`src/rtl/vram_sched.sv`:
```
// vram_sched: VRAM SRAM sequencer arbitrating display read bursts (priority) against single GPU accesses.
// Build option VRAM_SCHED_STARVE_GUARD_EN interleaves one pending GPU access every GUARD_WORDS burst words.
module vram_sched #(
    parameter int ADDR_W      = 19,
    parameter int BURST_MAX   = 16,
    parameter int GUARD_WORDS = 4
) (
    input  logic              clk,
    input  logic              rst_n,
    input  logic              disp_req,
    input  logic [ADDR_W-1:0] disp_addr,
    input  logic [4:0]        disp_len,
    output logic [15:0]       disp_data,
    output logic              disp_valid,
    output logic              disp_done,
    input  logic              gpu_re,
    input  logic              gpu_we,
    input  logic [ADDR_W-1:0] gpu_addr,
    input  logic [15:0]       gpu_wdata,
    output logic [15:0]       gpu_rdata,
    output logic              gpu_rdy,
    output logic [19:0]       sram_addr,
    output logic              sram_ce_n,
    output logic              sram_oe_n,
    output logic              sram_we_n,
    output logic              sram_lb_n,
    output logic              sram_ub_n,
    output logic [15:0]       sram_dq_out,
    input  logic [15:0]       sram_dq_in,
    output logic              sram_dq_oe
);
    typedef enum logic [2:0] {IDLE, RD_A, RD_S, WR_A, WR_P, WR_H} state_t;
    localparam int GC_W = $clog2(GUARD_WORDS + 1);
`ifdef VRAM_SCHED_STARVE_GUARD_EN
    localparam bit GUARD_EN = 1'b1;
`else
    localparam bit GUARD_EN = 1'b0;
`endif

    state_t            state_q, state_d;
    logic [ADDR_W-1:0] addr_q, addr_d, dptr_q, dptr_d, dsrc;
    logic [4:0]        rem_q, rem_d;
    logic [GC_W-1:0]   gcnt_q, gcnt_d;
    logic              gpu_acc_q, gpu_acc_d;
    logic [15:0]       wdata_q, wdata_d, disp_data_q, gpu_rdata_q;
    logic              disp_valid_q, disp_done_q, gpu_rdy_q;
    logic              gpu_pend, len_ok, grant, last_word, gcnt_wrap, guard_hit;
    logic              start, rd_disp, rd_gpu, burst_left;

    // a request still high in the gpu_rdy cycle belongs to the access just finished
    assign gpu_pend   = (gpu_re | gpu_we) & ~gpu_rdy_q;
    assign len_ok     = disp_len != 5'd0 && disp_len <= 5'(BURST_MAX);
    assign grant      = state_q == IDLE && disp_req && len_ok;
    assign last_word  = rem_q == 5'd1;
    assign gcnt_wrap  = gcnt_q == GC_W'(GUARD_WORDS - 1);
    assign guard_hit  = GUARD_EN && gcnt_wrap;
    assign rd_disp    = state_q == RD_S && !gpu_acc_q;
    assign rd_gpu     = state_q == RD_S && gpu_acc_q;
    assign burst_left = gpu_acc_q ? rem_q != 5'd0 : !last_word;

    always_comb begin
        state_d   = state_q;
        gpu_acc_d = gpu_acc_q;
        unique case (state_q)
            IDLE: begin
                if (disp_req) begin
                    state_d   = len_ok ? RD_A : IDLE;
                    gpu_acc_d = 1'b0;
                end else if (gpu_pend) begin
                    state_d   = gpu_we ? WR_A : RD_A;
                    gpu_acc_d = 1'b1;
                end
            end
            RD_A: state_d = RD_S;
            RD_S: begin
                if (!gpu_acc_q && gpu_pend && (last_word || guard_hit)) begin
                    state_d   = gpu_we ? WR_A : RD_A;
                    gpu_acc_d = 1'b1;
                end else begin
                    state_d   = burst_left ? RD_A : IDLE;
                    gpu_acc_d = 1'b0;
                end
            end
            WR_A: state_d = WR_P;
            WR_P: state_d = WR_H;
            WR_H: begin
                state_d   = rem_q != 5'd0 ? RD_A : IDLE;
                gpu_acc_d = 1'b0;
            end
            default: state_d = IDLE;
        endcase
    end

    // every access begins with RD_A or WR_A; that is where its address and data are captured
    assign start   = state_d == RD_A || state_d == WR_A;
    assign dsrc    = grant ? disp_addr : dptr_q;
    assign addr_d  = !start ? addr_q : gpu_acc_d ? gpu_addr : dsrc;
    assign dptr_d  = start && !gpu_acc_d ? dsrc + 1'b1 : dptr_q;
    assign rem_d   = grant ? disp_len : rd_disp ? rem_q - 1'b1 : rem_q;
    assign gcnt_d  = grant ? '0 : rd_disp ? (gcnt_wrap ? '0 : gcnt_q + 1'b1) : gcnt_q;
    assign wdata_d = state_d == WR_A && state_q != WR_A ? gpu_wdata : wdata_q;

    always_ff @(posedge clk or negedge rst_n) begin
        if (!rst_n) begin
            state_q      <= IDLE;
            addr_q       <= '0;
            dptr_q       <= '0;
            rem_q        <= '0;
            gcnt_q       <= '0;
            gpu_acc_q    <= 1'b0;
            wdata_q      <= '0;
            disp_data_q  <= '0;
            gpu_rdata_q  <= '0;
            disp_valid_q <= 1'b0;
            disp_done_q  <= 1'b0;
            gpu_rdy_q    <= 1'b0;
        end else begin
            state_q      <= state_d;
            addr_q       <= addr_d;
            dptr_q       <= dptr_d;
            rem_q        <= rem_d;
            gcnt_q       <= gcnt_d;
            gpu_acc_q    <= gpu_acc_d;
            wdata_q      <= wdata_d;
            disp_data_q  <= rd_disp ? sram_dq_in : disp_data_q;
            gpu_rdata_q  <= rd_gpu ? sram_dq_in : gpu_rdata_q;
            disp_valid_q <= rd_disp;
            disp_done_q  <= (rd_disp && last_word) || (state_q == IDLE && disp_req && !len_ok);
            gpu_rdy_q    <= rd_gpu || state_q == WR_P;
        end
    end

    always_comb begin
        sram_ce_n  = state_q == IDLE;
        sram_lb_n  = state_q == IDLE;
        sram_ub_n  = state_q == IDLE;
        sram_oe_n  = !(state_q == RD_A || state_q == RD_S);
        sram_we_n  = state_q != WR_P;
        sram_dq_oe = state_q == WR_A || state_q == WR_P || state_q == WR_H;
    end

    assign sram_addr   = {{(20-ADDR_W){1'b0}}, addr_q};
    assign sram_dq_out = wdata_q;
    assign disp_data   = disp_data_q;
    assign disp_valid  = disp_valid_q;
    assign disp_done   = disp_done_q;
    assign gpu_rdata   = gpu_rdata_q;
    assign gpu_rdy     = gpu_rdy_q;
endmodule
```
`config.mk`:
```
export PLATFORM = sky130hd
export DESIGN_NAME = vram_sched
export DESIGN_NICKNAME = d
export VERILOG_FILES = /design/src/rtl/vram_sched.sv
export SDC_FILE = /design/constraint.sdc
export NUM_CORES = 1
export LEC_CHECK = 0
export BUFFER_PORTS_ARGS = -buffer_cell sky130_fd_sc_hd__buf_2
export CORE_MARGIN = 2
export CORE_UTILIZATION = 25
export DETAILED_ROUTE_END_ITERATION = 12
export PLACE_DENSITY = 0.48
export REMOVE_ABC_BUFFERS = 1
export SLEW_MARGIN = 20
export SYNTH_ARGS = -nofsm -noshare
export SYNTH_HDL_FRONTEND = slang
export SYNTH_SLANG_ARGS = --single-unit
```
`constraint.sdc`:
```
create_clock -name clk -period 3.2 [get_ports clk]
set_input_delay 0.64 -clock clk [delete_from_list [all_inputs] [get_ports clk]]
set_output_delay 0.64 -clock clk [all_outputs]
set_load 0.05 [all_outputs]
```
======== Word level (Yosys, flattened, before mapping) ========
Cells that the tools add are included.
word-level totals
  flip-flop bits (word level) ............. 98
  input bits .............................. 80
  output and inout bits ................... 77
  logic and storage cells ................. 70
operators by class
  $add $sub $neg .......................... 2
  order comparisons ....................... 1
  eq/ne operators ......................... 10
  mux-type cells .......................... 17
  bitwise gates (word level) .............. 3
  reductions and logical operators ........ 26
operators with widths
  operator                                                count
  two-way mux 19 bit                                      2
  adder 19 x 1 -> 19 bit (second input constant)          1
  one-hot mux 3 bit (6 select lines)                      1
  logical AND 1 bit                                       11
  two-way mux 5 bit                                       2
  nonzero test 5 bit                                      2
  == test 3 x 2 -> 1 bit (second input constant)          3
  two-way mux 1 bit                                       7
  == test 3 x 1 -> 1 bit (second input constant)          2
  == test 3 bit (second input constant)                   2
  logical OR 1 bit                                        6
  two-way mux 3 bit                                       2
  == test 5 x 1 -> 1 bit (second input constant)          1
  less-or-equal comparator 5 bit (second input constant)  1
  zero test 1 bit                                         5
  subtractor 5 x 1 -> 5 bit (second input constant)       1
  two-way mux 2 bit                                       2
  zero test 3 bit                                         1
  != test 3 x 2 -> 1 bit (second input constant)          1
  != test 3 bit (second input constant)                   1
  one-hot mux 1 bit (3 select lines)                      1
  nonzero test 2 bit                                      1
  bitwise AND 1 bit                                       1
  NOT 1 bit                                               1
  bitwise OR 1 bit                                        1

======== Logic depth before layout (Yosys ltp) ========
Gate-level depths: netlist of the first run.
  depth in word-level cells ............... 9
  mapped depth ............................ 14
  depth with buffers taken out ............ 11

======== Worst setup path after synthesis of the first run ========
OpenSTA, ideal clock, no wires.
  path type ............................... register to register
  start ................................... reg state_q[2]
  end ..................................... reg dptr_q[14]
  setup time .............................. 0.124 ns
  arrival time ............................ 3.631 ns
  data required time ...................... 3.076 ns
  slack ................................... -0.554 ns
  stages on the path, launching flop included .. 15
  path buffers ............................ 3
  clock period less this slack ............ 3.754 ns
  cell sequence ........................... dfrtp_1 -> buf_2 -> nor3_4 -> nand2_1 -> nor2_2 -> buf_2 -> mux2i_1 -> inv_1 -> ha_1 -> clkbuf_1 -> nand3_1 -> or4_4 -> a22oi_1 -> a211oi_1 -> a211o_1
on the way
  elaborated cells between the ends (all ways) .. 19
  those cells by class .................... 1 x add/sub; 7 x eq/ne; 5 x mux; 6 x reduce/logical
RTL lines
  item                                                                     RTL line  source
  start, declared                                                          40        state_t state_q, state_d;
  start signal, assigned                                                   118       state_q <= state_d;
  zero test 3 bit (*)                                                      n/a
  named net sram_ce_n                                                      23        output logic sram_ce_n,
  logical AND 1 bit or one-hot mux 3 bit (6 select lines) (tied branches)  53, 64
  logical AND 1 bit (tied with other cells)                                53        assign grant = state_q == IDLE && disp_req && len_ok;
  two-way mux 19 bit or logical OR 1 bit (tied branches)                   96, 95
  adder 19 x 1 -> 19 bit or logical AND 1 bit (tied branches)              98        assign dptr_d = start && !gpu_acc_d ? dsrc + 1'b1 : dptr_q;
  end signal, assigned                                                     120       dptr_q <= dptr_d;
  end, declared                                                            41        logic [ADDR_W-1:0] addr_q, addr_d, dptr_q, dptr_d, dsrc;
The timed path passes the listed nets; every way through them passes the cells marked *.
A chain may end at the register's enable or synchronous reset.

======== Worst setup path after layout of the first run ========
  start ................................... reg state_q[0]
  end ..................................... reg dptr_q[18]
on the way
  cells in the longest elaborated chain, start to end .. 6
  elaborated cells between the ends (all ways) .. 19
  those cells by class .................... 1 x add/sub; 7 x eq/ne; 5 x mux; 6 x reduce/logical
ends and longest elaborated chain
  item
  branches (longest 6 deep; another with adder 19 x 1 -> 19 bit)
Parallel ways; which one is timed is not known.

==> key figures, run 1 <==
Die
  – Die width: roughly 150 um
  – Die Ht: 147 um
  – FP Rows: 52
  – Initial Utilization: 25.4%
  – Ports: 157
  – Core area: 0.0201 mm^2
  – Die ar.: approximately 0.022 mm^2

Worst setup path
  – CP cell instances: nor3_4 -> nand2_1 -> nor2_2 -> mux2i_1 -> inv_1 -> ha_1 -> nand3_1 -> or4_4 -> a22oi_2 -> a211oi_1 -> a211o_1
  – Slowest-stage cell, CP: dfrtp_1
  – Crit path DAT: 3.17 ns
  – Worst Path Required: roughly 3.4 ns
  – Crit-path max FO: 8
  – Worst r2r src: state_q[0]
  – R2R setup slack: 0.27 ns
  – Worst reg2reg path depth: 11
  – CP Class: reg2reg
  – Worst setup SP type: register
  – Critical Path Max Stage Delay: about 0.5 ns
  – CP Buf/Inv Count: 1
  – Top Family by Delay on Critical Path: simple AND/OR/NAND/NOR gates
  – Crit end category: register
  – Endpoint of the worst-slack reg-to-reg timing path: dptr_q[18]
  – Levels on crit path: 11

STA
  – Final period util: 91.7%
  – Max-slew violations: 0
  – Fin. Hold Viols: 0
  – Highest clock rate: 341 MHz
  – Tightest Pin Transition: about 0.63 ns
  – Worst clock skew: 0.0109 ns
  – Fin crit period: 2.93 ns
  – RSZ-0062 raised after global routing: false
  – Worst slew margin: roughly 58%
  – Final setup violation count: 0
  – Setup slack after layout: 0.265 ns

Finish
  – Share of layout cells above drive strength 1: a little over two fifths
  – Register area: 0.00245 mm^2
  – # nets final: 715
  – Footprint of the multi-input gates: 0.00246 mm^2
  – # fillers: 2,086
  – Synth-to-layout area growth: 28.3%
  – ANT cells: 0
  – Post-layout util: 32.6%

Power
  – Gate power share: 57.9%
  – Clk network pwr share: between 10% and 20%
  – Power Dens Cells: 1200 mW/mm^2
  – Tot Pwr: 7850 uW
  – Sequential power share: 28.3%
  – Internal power: 3810 uW
  – Switching share of power: 51.4%
  – Worst VDD drop: 521 uV
  – Static Leak: 0.00302 uW
  – P_sw: 4040 uW

Synthesis
  – Synth top cells by count: dfrtp_1 (98), mux2_2 (60), nand2_1 (54), o21ai_0 (30), mux2i_1 (18)
  – Avg Cell Area, Syn: 10.9 um^2
  – Synth top area share: 48.1%
  – Post-Syn Area: 0.00510 mm^2
  – FFs w/ async S/R, synth: 100%
  – #FFs+latches synth: 98
  – Cells after Synth: about 470
  – Post-synth EDFFs: 0
  – Ys flop type: dfrtp_1
  – Synth warn: 0
  – Synth cell types: 60
  – Top post-synthesis cells by area: dfrtp_1 (48%), mux2_2 (13%), nand2_1 (4.0%), mux2i_1 (3.5%), o21ai_0 (2.9%)
  – Area leader, netlist: dfrtp_1
  – Most common cell in the netlist: dfrtp_1
  – Sequential area share after synthesis: 48.1%

Clocking
  – CTS max path bufs: 2
  – TritonCTS Sinks: 98
  – Latest clock arrival within the worst-skew pair: 0.35 ns
  – Worst-path clk slew: 0.07 ns
  – Max H-tree Level: 3
  – Post-CTS sizing: 0
  – Root buf cell: clkbuf_16
  – CTS Buf Count: 9
  – # hold bufs at CTS: 0
  – TritonCTS clock tree: built
  – Post-CTS Setup Bufs: 0

Routing
  – Total number of vias: 4,201
  – Antenna Nets Post-Route: 0
  – DRT iter0 DRCs: 346
  – DRC: 0
  – First-pass DRT Iterations: 5
  – Via density per instance: roughly 4.6
  – Drt total wl: 14,500 um
  – WL per Instance: 16.0 um

GRT
  – First-pass GRT wire length: 23,200 um
  – Vias in the first global route: 4,259
  – Largest net degree at the start of global routing: 64
  – Total grt overflow: 0
  – GRT Resource Usage Total: 13.7%
  – Initial antenna violation count: 2

Run status
  – Status: finished, final reports clean

Placement
  – Global placement routability congestion: 0.822
  – Placement Setup Slack: -0.195 ns
  – Count of input and output buffers: roughly 160
  – Final HPWL DP: 10,600 um

Worst hold path
  – HP Class: in2async

Run
  – Max-Cap Viols: 0
==> layout by cell type (no fill, tap or decap), drive strengths merged, types with 6 or more instances in the layout <==
cell type  Yosys  final
a21oi         13     13
and3           6      6
buf           21    178
clkbuf         5     10
dfrtp         98     98
inv           12     17
mux2          70     70
mux2i         18     18
nand2         54     54
nand3         17     17
nand4         10     10
nor2          11     11
nor3           8      8
o21ai         45     45
xnor2          8      8
xor2          11     11
==> cell families (layout without fill, tap and decap cells) <==
logic type | after synthesis | in the layout | synth area share (%)
AND/OR/NAND/NOR | 128 | 128 | 13.7
flip-flops | 98 | 98 | 48.1
AO/OA/AOI/OAI | 91 | 91 | 11.1
multiplexers | 88 | 88 | 19.0
buffers and inverters | 39 | 207 | 3.87
XOR/XNOR | 19 | 19 | 3.26
adder cells (fa/ha/maj) | 4 | 4 | 0.981
other | 1 | 1 | 0.0735
==> metal layers <==
layer | wire [um] | share of wire (%) | track usage [%]
met1 | 6470 | 45 | 18.1
met4 | 299 | 2.1 | 5.58
met2 | 6930 | 48 | 22.0
met3 | 789 | 5.4 | 2.73
met5 | 7 | 0.048 | 0
==> worst max path at each step <==
| stage | startpoint | to | slack, ns |
|---|---|---|---|
| 2_1_floorplan | state_q[1] | dptr_q[14] | -1.72 |
| 3_3_place_gp | disp_len[0] | dptr_q[18] | -0.10 |
| 3_5_place_dp | disp_len[0] | dptr_q[18] | -0.19 |
| 4_1_cts | state_q[0] | dptr_q[18] | 0.14 |
| 5_1_grt | state_q[0] | dptr_q[18] | 0.05 |
| 6_report | state_q[0] | dptr_q[18] | 0.27 |
==> stage by stage <==
stage                     setup TNS (ns)  instances  cell area (um^2)  hold slack [ns]
after detailed placement          -0.418        890              6260            0.469
after floorplan                   -22.85        442              4960            0.344
after global routing                   0        906              6550            0.262
after CTS                              0        906              6540            0.245
final                                  0        906              6550            0.242
after global placement            -0.200        890              6260            0.463
==> flip-flops by register name (all words and copies together), names as in the netlist <==
signal       cells
addr_q          19
dptr_q          19
disp_data       16
gpu_rdata       16
sram_dq_out     16
rem_q            5
state_q          3
disp_done        1
disp_valid       1
gpu_acc_q        1
gpu_rdy          1
==> layout make-up <==
type / instances / share of cell area [%]
clock buffers: 10 / 3.50
clock inverters: 6 / 0.822
inverters: 13 / 0.764
multi-input cells: 331 / 37.6
flip-flops and latches: 98 / 37.5
well taps: 270 / 5.16
repair buffers: 178 / 14.7
==> power by group through the flow <==
stage	Combinational (uW)	Clock, uW	Sequential (uW)
floorplan	1820	0	3720
global placement	4520	0	2220
detailed placement	4590	0	2250
CTS	4600	1130	2230
global route	4870	1180	2310
finish	4550	1080	2220
Note: power is estimated with default switching activity, not from simulation.
==> run 2: changes to the inputs <==
--- a/config.mk
+++ b/config.mk
@@ -5,7 +5,8 @@
 export SDC_FILE = /design/constraint.sdc
 export NUM_CORES = 1
 export LEC_CHECK = 0
-export BUFFER_PORTS_ARGS = -buffer_cell sky130_fd_sc_hd__buf_2
+export ABC_CLOCK_PERIOD_IN_PS = 3200
+export BUFFER_PORTS_ARGS = -buffer_cell sky130_fd_sc_hd__clkbuf_2
 export CORE_MARGIN = 2
 export CORE_UTILIZATION = 25
 export DETAILED_ROUTE_END_ITERATION = 12
==> key figures, run 2 (synthesis gave the netlist of run 1 again) <==
Clocking
  – Post-CTS sizing: 0 (unchanged)
  – Post-CTS Setup Bufs: 0 (unchanged)
  – Root buf cell: clkbuf_16
  – # hold bufs at CTS: 0 (unchanged)
  – CTS Buf Count: 9 (unchanged)
  – Latest clock arrival within the worst-skew pair: 0.36 ns (about the same)
  – Max H-tree Level: 3 (unchanged)
  – CTS max path bufs: 2 (unchanged)
  – Worst-path clk slew: 0.08 ns (about the same)
  – TritonCTS clock tree: built
  – TritonCTS Sinks: 98 (unchanged)

Die
  – Die ar.: 0.0216 mm^2 (unchanged)
  – Initial Utilization: 25.4% (unchanged)
  – FP Rows: 52 (unchanged)
  – Ports: 157 (unchanged)
  – Die Ht: 147 um (unchanged)
  – Die width: 147 um (unchanged)
  – Core area: 0.0201 mm^2 (unchanged)

Worst setup path
  – Top Family by Delay on Critical Path: simple AND/OR/NAND/NOR gates
  – CP Buf/Inv Count: 1 (unchanged)
  – Crit end category: register
  – Crit path DAT: 3.19 ns (+0.02 ns)
  – CP Class: in2reg
  – CP cell instances: clkbuf_2 -> nor4_4 -> xor2_1 -> nor2_2 -> mux2_2 -> ha_1 -> nand3_1 -> or4_4 -> a22oi_2 -> a211oi_1 -> a211o_1
  – Worst setup SP type: primary input
  – Crit-path max FO: 5 (-3)
  – R2R setup slack: 0.33 ns (+0.06 ns)
  – Worst Path Required: 3.45 ns (+0.02 ns)
  – Critical Path Max Stage Delay: 0.46 ns (-0.04 ns)
  – Slowest-stage cell, CP: or4_4

Routing
  – DRT iter0 DRCs: 303 (-12%)
  – Via density per instance: 4.68 (+0.99%)
  – WL per Instance: 16.3 um (+1.9%)
  – First-pass DRT Iterations: 4 (-1)
  – DRC: 0 (unchanged)
  – Antenna Nets Post-Route: 0 (unchanged)
  – Drt total wl: 14,800 um (+2.1%)
  – Total number of vias: 4,252 (+1.2%)

STA
  – WHS: 0.220 ns (-0.0219 ns)
  – Fin crit period: 2.94 ns (+0.00577 ns)
  – Tightest Pin Transition: 0.614 ns (-0.0151 ns)
  – Final period util: 91.9% (+0.18 points)
  – Worst clock skew: 0.00925 ns (-0.00165 ns)
  – Fin. Hold Viols: 0 (unchanged)
  – Setup slack after layout: 0.259 ns (-0.00577 ns)
  – RSZ-0062 raised after global routing: false
  – Final setup violation count: 0 (unchanged)
  – Worst slew margin: 58.7% (+0.79 points)
  – Max-slew violations: 0 (unchanged)
  – Highest clock rate: 340 MHz (-0.20%)
  – Setup_tns: 0 ns (unchanged)

GRT
  – Total grt overflow: 0 (unchanged)
  – First-pass GRT wire length: 23,800 um (+2.8%)
  – Largest net degree at the start of global routing: 38 (-41%)
  – Vias in the first global route: 4,434 (+4.1%)
  – Initial antenna violation count: 0 (-2)
  – GRT Resource Usage Total: 14.2% (+0.46 points)

Finish
  – ANT cells: 0 (unchanged)
  – # nets final: 717 (+0.28%)
  – # fillers: 2,076 (-0.48%)
  – Synth-to-layout area growth: 29.2%
  – Fin cells: 908 (+0.22%)
  – Share of layout cells above drive strength 1: 42.3% (+0.34 points)
  – Largest registers: addr_q (19), dptr_q (19)
  – Commonest non-fill, non-tap cell in the layout: clkbuf_2
  – Most frequent cells in the layout: clkbuf_2 (154), dfrtp_1 (98), mux2_2 (60)
  – Post-layout util: 32.8% (+0.24 points)

Placement
  – Final HPWL DP: 10,900 um (+2.7%)
  – Placement Setup Slack: -0.243 ns (-0.0489 ns)
  – Global placement routability congestion: 0.830 (+0.96%)
  – Count of input and output buffers: 155 (unchanged)
  – Placed Cells: 892 (+0.22%)

Power
  – Worst VDD drop: 465 uV (-11%)
  – Power Dens Cells: 1210 mW/mm^2 (+1.1%)
  – Static Leak: 0.00306 uW (+1.5%)

Run status
  – Status: finished, final reports clean

Run
  – Max-Cap Viols: 0 (unchanged)

Worst hold path
  – HP Class: in2async
## run 2: path summary, 6_finish.rpt
kind / start / endpoint / cells after the start
hold reg to reg: sram_dq_out[14] / sram_dq_out[14] / 1
setup / recovery: disp_len[0] / dptr_q[18] / 11
max in group asynchronous: rst_n / sram_dq_out[14] / 2
hold / removal: rst_n / disp_data[6] / 1
min in group clk: sram_dq_out[14] / sram_dq_out[14] / 1
setup reg to reg: state_q[2] / dptr_q[18] / 11
## run 2: power by group
part | total [uW] | internal, uW | switching (uW)
combinational | 4560 | 1430 | 3120
clock | 1180 | 631 | 550
sequential | 2250 | 1840 | 416
## run 2: worst reg2reg max path, stage by stage, from the launching register on
cell and delay (ns):
dfrtp_1 0.50, nor3_4 0.25, nand2_1 0.12, nor2_2 0.20
mux2i_1 0.13, inv_1 0.09, ha_1 0.18, nand3_1 0.09
or4_4 0.46, a22oi_2 0.33, a211oi_1 0.13, a211o_1 0.29
## run 2: per-stage QoR
stage	instance area (um^2)	total power (uW)
2_1_floorplan	4960	5550
3_3_place_gp	6270	6770
3_5_place_dp	6270	6880
4_1_cts	6590	8110
5_1_grt	6600	8520
6_report	6600	7990
## run 2: routing by layer
layer / global-route usage [%] / vias to the layer above / routed length, um
met1: 18.0 / 2100 / 6600
met2: 23.3 / 114 / 7220
met3: 3.17 / 14 / 741
met5: 0 / - / 0
li1: - / 2024 / -
met4: 6.02 / 0 / 235
## run 2: area by class of cell
class	instances	area [um^2]	share of cell area, %
clock buffer	9	225	3.41
clock inverter	7	90.1	1.37
inverter	13	50.0	0.759
multi-input combinational	331	2460	37.3
sequential	98	2450	37.2
tap	270	338	5.12
timing repair buffer	180	978	14.8
==> run 3: changes to the inputs <==
--- a/config.mk
+++ b/config.mk
@@ -7,10 +7,12 @@
 export LEC_CHECK = 0
 export ABC_CLOCK_PERIOD_IN_PS = 3200
 export BUFFER_PORTS_ARGS = -buffer_cell sky130_fd_sc_hd__clkbuf_2
+export CELL_PAD_IN_SITES_DETAIL_PLACEMENT = 2
+export CELL_PAD_IN_SITES_GLOBAL_PLACEMENT = 2
 export CORE_MARGIN = 2
 export CORE_UTILIZATION = 25
 export DETAILED_ROUTE_END_ITERATION = 12
-export PLACE_DENSITY = 0.48
+export PLACE_DENSITY = 0.7
 export REMOVE_ABC_BUFFERS = 1
 export SLEW_MARGIN = 20
 export SYNTH_ARGS = -nofsm -noshare
==> key figures, run 3 (synthesis gave the netlist of run 1 again) <==
GRT
  – GRT met1 Usage: 20.4% (+2.4 points)
  – Met2 Track Usage GR: 28.8% (+5.6 points)
  – Total grt overflow: 0 (unchanged)
  – GRT Resource Usage Total: 16.3% (+2.2 points)
  – First-pass GRT wire length: 27,700 um (+16%)
  – Initial antenna violation count: 0 (unchanged)
  – Top Usage Layer GRT: met2
  – Grt met3 use: 2.39% (-0.78 points)
  – Vias in the first global route: 4,925 (+11%)
  – Largest net degree at the start of global routing: 51 (+34%)

Clocking
  – CTS Buf Count: 9 (unchanged)
  – CTS max path bufs: 2 (unchanged)
  – Worst-path clk slew: 0.08 ns (about the same)
  – Root buf cell: clkbuf_16
  – # hold bufs at CTS: 0 (unchanged)
  – Latest clock arrival within the worst-skew pair: 0.36 ns (about the same)
  – Max H-tree Level: 3 (unchanged)
  – TritonCTS clock tree: built
  – TritonCTS Sinks: 98 (unchanged)

Finish
  – Largest registers: addr_q (19), dptr_q (19)
  – Share of layout cells above drive strength 1: 42.5% (+0.16 points)
  – ANT cells: 0 (unchanged)
  – # nets final: 717 (unchanged)
  – Commonest non-fill, non-tap cell in the layout: clkbuf_2
  – Post-layout util: 32.8% (about the same)
  – Footprint of the multi-input gates: 0.00247 mm^2 (+0.31%)
  – Synth-to-layout area growth: 29.3% (about the same)
  – # fillers: 2,195 (+5.7%)
  – Fin cells: 908 (unchanged)
  – Register area: 0.00245 mm^2 (unchanged)
  – Most frequent cells in the layout: clkbuf_2 (154), dfrtp_1 (98), mux2_2 (60)

Worst setup path
  – Worst setup SP type: primary input
  – Crit-path max FO: 5 (unchanged)
  – R2R setup slack: 0.28 ns (-0.05 ns)
  – Slowest-stage cell, CP: or4_4
  – CP Buf/Inv Count: 2 (+1)
  – Worst r2r src: state_q[2]
  – Worst reg2reg path depth: 11 (unchanged)
  – Endpoint of the worst-slack reg-to-reg timing path: dptr_q[14]
  – Top Family by Delay on Critical Path: simple AND/OR/NAND/NOR gates
  – CP cell instances: clkbuf_2 -> nor4_4 -> xor2_2 -> nor2_2 -> mux2i_1 -> inv_1 -> ha_1 -> nand3_1 -> or4_4 -> a22oi_2 -> a211oi_1 -> a211o_1
  – Critical Path Max Stage Delay: 0.46 ns (about the same)
  – Crit path DAT: 3.20 ns (about the same)
  – Crit end category: register
  – Levels on crit path: 12 (+1)
  – Worst Path Required: 3.44 ns (about the same)
  – CP Class: in2reg

Run
  – Max-Cap Viols: 0 (unchanged)

Run status
  – Status: finished, final reports clean

Routing
  – Via density per instance: 4.76 (+1.7%)
  – Antenna Nets Post-Route: 0 (unchanged)
  – Drt total wl: 16,800 um (+14%)
  – DRT iter0 DRCs: 111 (-63%)
  – Total number of vias: 4,326 (+1.7%)
  – First-pass DRT Iterations: 4 (unchanged)
  – WL per Instance: 18.5 um (+14%)
  – DRC: 0 (unchanged)

Worst hold path
  – HP Class: in2async

Die
  – Ports: 157 (unchanged)
  – FP Rows: 52 (unchanged)
  – Core area: 0.0201 mm^2 (unchanged)
  – Die width: 147 um (unchanged)
  – Initial Utilization: 25.4% (unchanged)
  – Die ar.: 0.0216 mm^2 (unchanged)
  – Die Ht: 147 um (unchanged)

Placement
  – Final HPWL DP: 12,800 um (+17%)
  – Count of input and output buffers: 155 (unchanged)
  – Global placement routability congestion: 0.814 (-1.9%)
  – Placed Cells: 892 (unchanged)

Power
  – Power Dens Cells: 1230 mW/mm^2 (+1.5%)
  – Static Leak: 0.00306 uW (about the same)
  – Worst VDD drop: 363 uV (-22%)

STA
  – Final period util: 92.3% (+0.44 points)
  – Fin crit period: 2.95 ns (+0.0140 ns)
  – RSZ-0062 raised after global routing: false
  – Highest clock rate: 338 MHz (-0.47%)
  – Tightest Pin Transition: 0.680 ns (+0.0657 ns)
  – Final setup violation count: 0 (unchanged)
  – Worst clock skew: 0.00689 ns (-0.00236 ns)
  – Max-slew violations: 0 (unchanged)
  – Fin. Hold Viols: 0 (unchanged)
  – Worst slew margin: 54.3% (-4.4 points)
-- run 3: metrics by stage --
step / instance area, um^2 / hold WS (ns) / setup TNS, ns / setup slack [ns] / total power (uW)
after floorplan: 4960 / 0.344 / -22.85 / -1.72 / 5550
after global placement: 6270 / 0.468 / -0.265 / -0.133 / 6830
after detailed placement: 6270 / 0.478 / -0.939 / -0.322 / 7030
after CTS: 6590 / 0.319 / 0 / 0.0673 / 8270
after global routing: 6600 / 0.339 / 0 / 0.0340 / 8690
final: 6600 / 0.312 / 0 / 0.245 / 8120
-- run 3: cell type report --
type / count / area share [%]
flip-flops and latches: 98 / 37.2
repair buffers: 180 / 14.8
clock inverters: 7 / 1.33
well taps: 270 / 5.12
multi-input cells: 331 / 37.4
inverters: 13 / 0.758
clock buffers: 9 / 3.41
-- run 3: where the power goes --
group	total [uW]	leakage, uW	switching (uW)	internal (uW)
Sequential	2240	0.00120	406	1840
Combinational	4690	0.00171	3230	1450
Clock	1190	0.000155	557	629
-- run 3: what timing repair did --
action | in CTS | in global routing
endpoints found under the setup margin | 0 | 2
gates resized for setup | 0 | 2
buffers inserted | 0 | 0
hold endpoints to repair | 0 | 0
-- run 3: layer usage --
metal	part of all wire, %	wire (um)	vias to the layer above
li1	-	-	2020
met1	43	7270	2207
met2	52	8730	81
met3	3.4	570	18
met4	1.6	272	0
met5	0	0	-
-- run 3: worst reg2reg max path, stage by stage (launching register included) --
cell and delay [ns]:
dfrtp_1 0.42, nor3_4 0.33, nand2_1 0.16, nor2_2 0.20, mux2i_1 0.13, inv_1 0.10, ha_1 0.20, nand3_1 0.09
or4_4 0.46, a22oi_2 0.29, a211oi_1 0.13, a211o_1 0.30
-- run 3: how the worst max path moves through the flow --
stage / start / to / slack (ns)
floorplan: state_q[1] / dptr_q[14] / -1.72
global placement: disp_len[0] / dptr_q[18] / -0.13
detailed placement: disp_len[0] / dptr_q[14] / -0.32
CTS: disp_len[0] / dptr_q[14] / 0.07
global route: disp_len[0] / dptr_q[14] / 0.03
finish: disp_len[0] / dptr_q[14] / 0.25
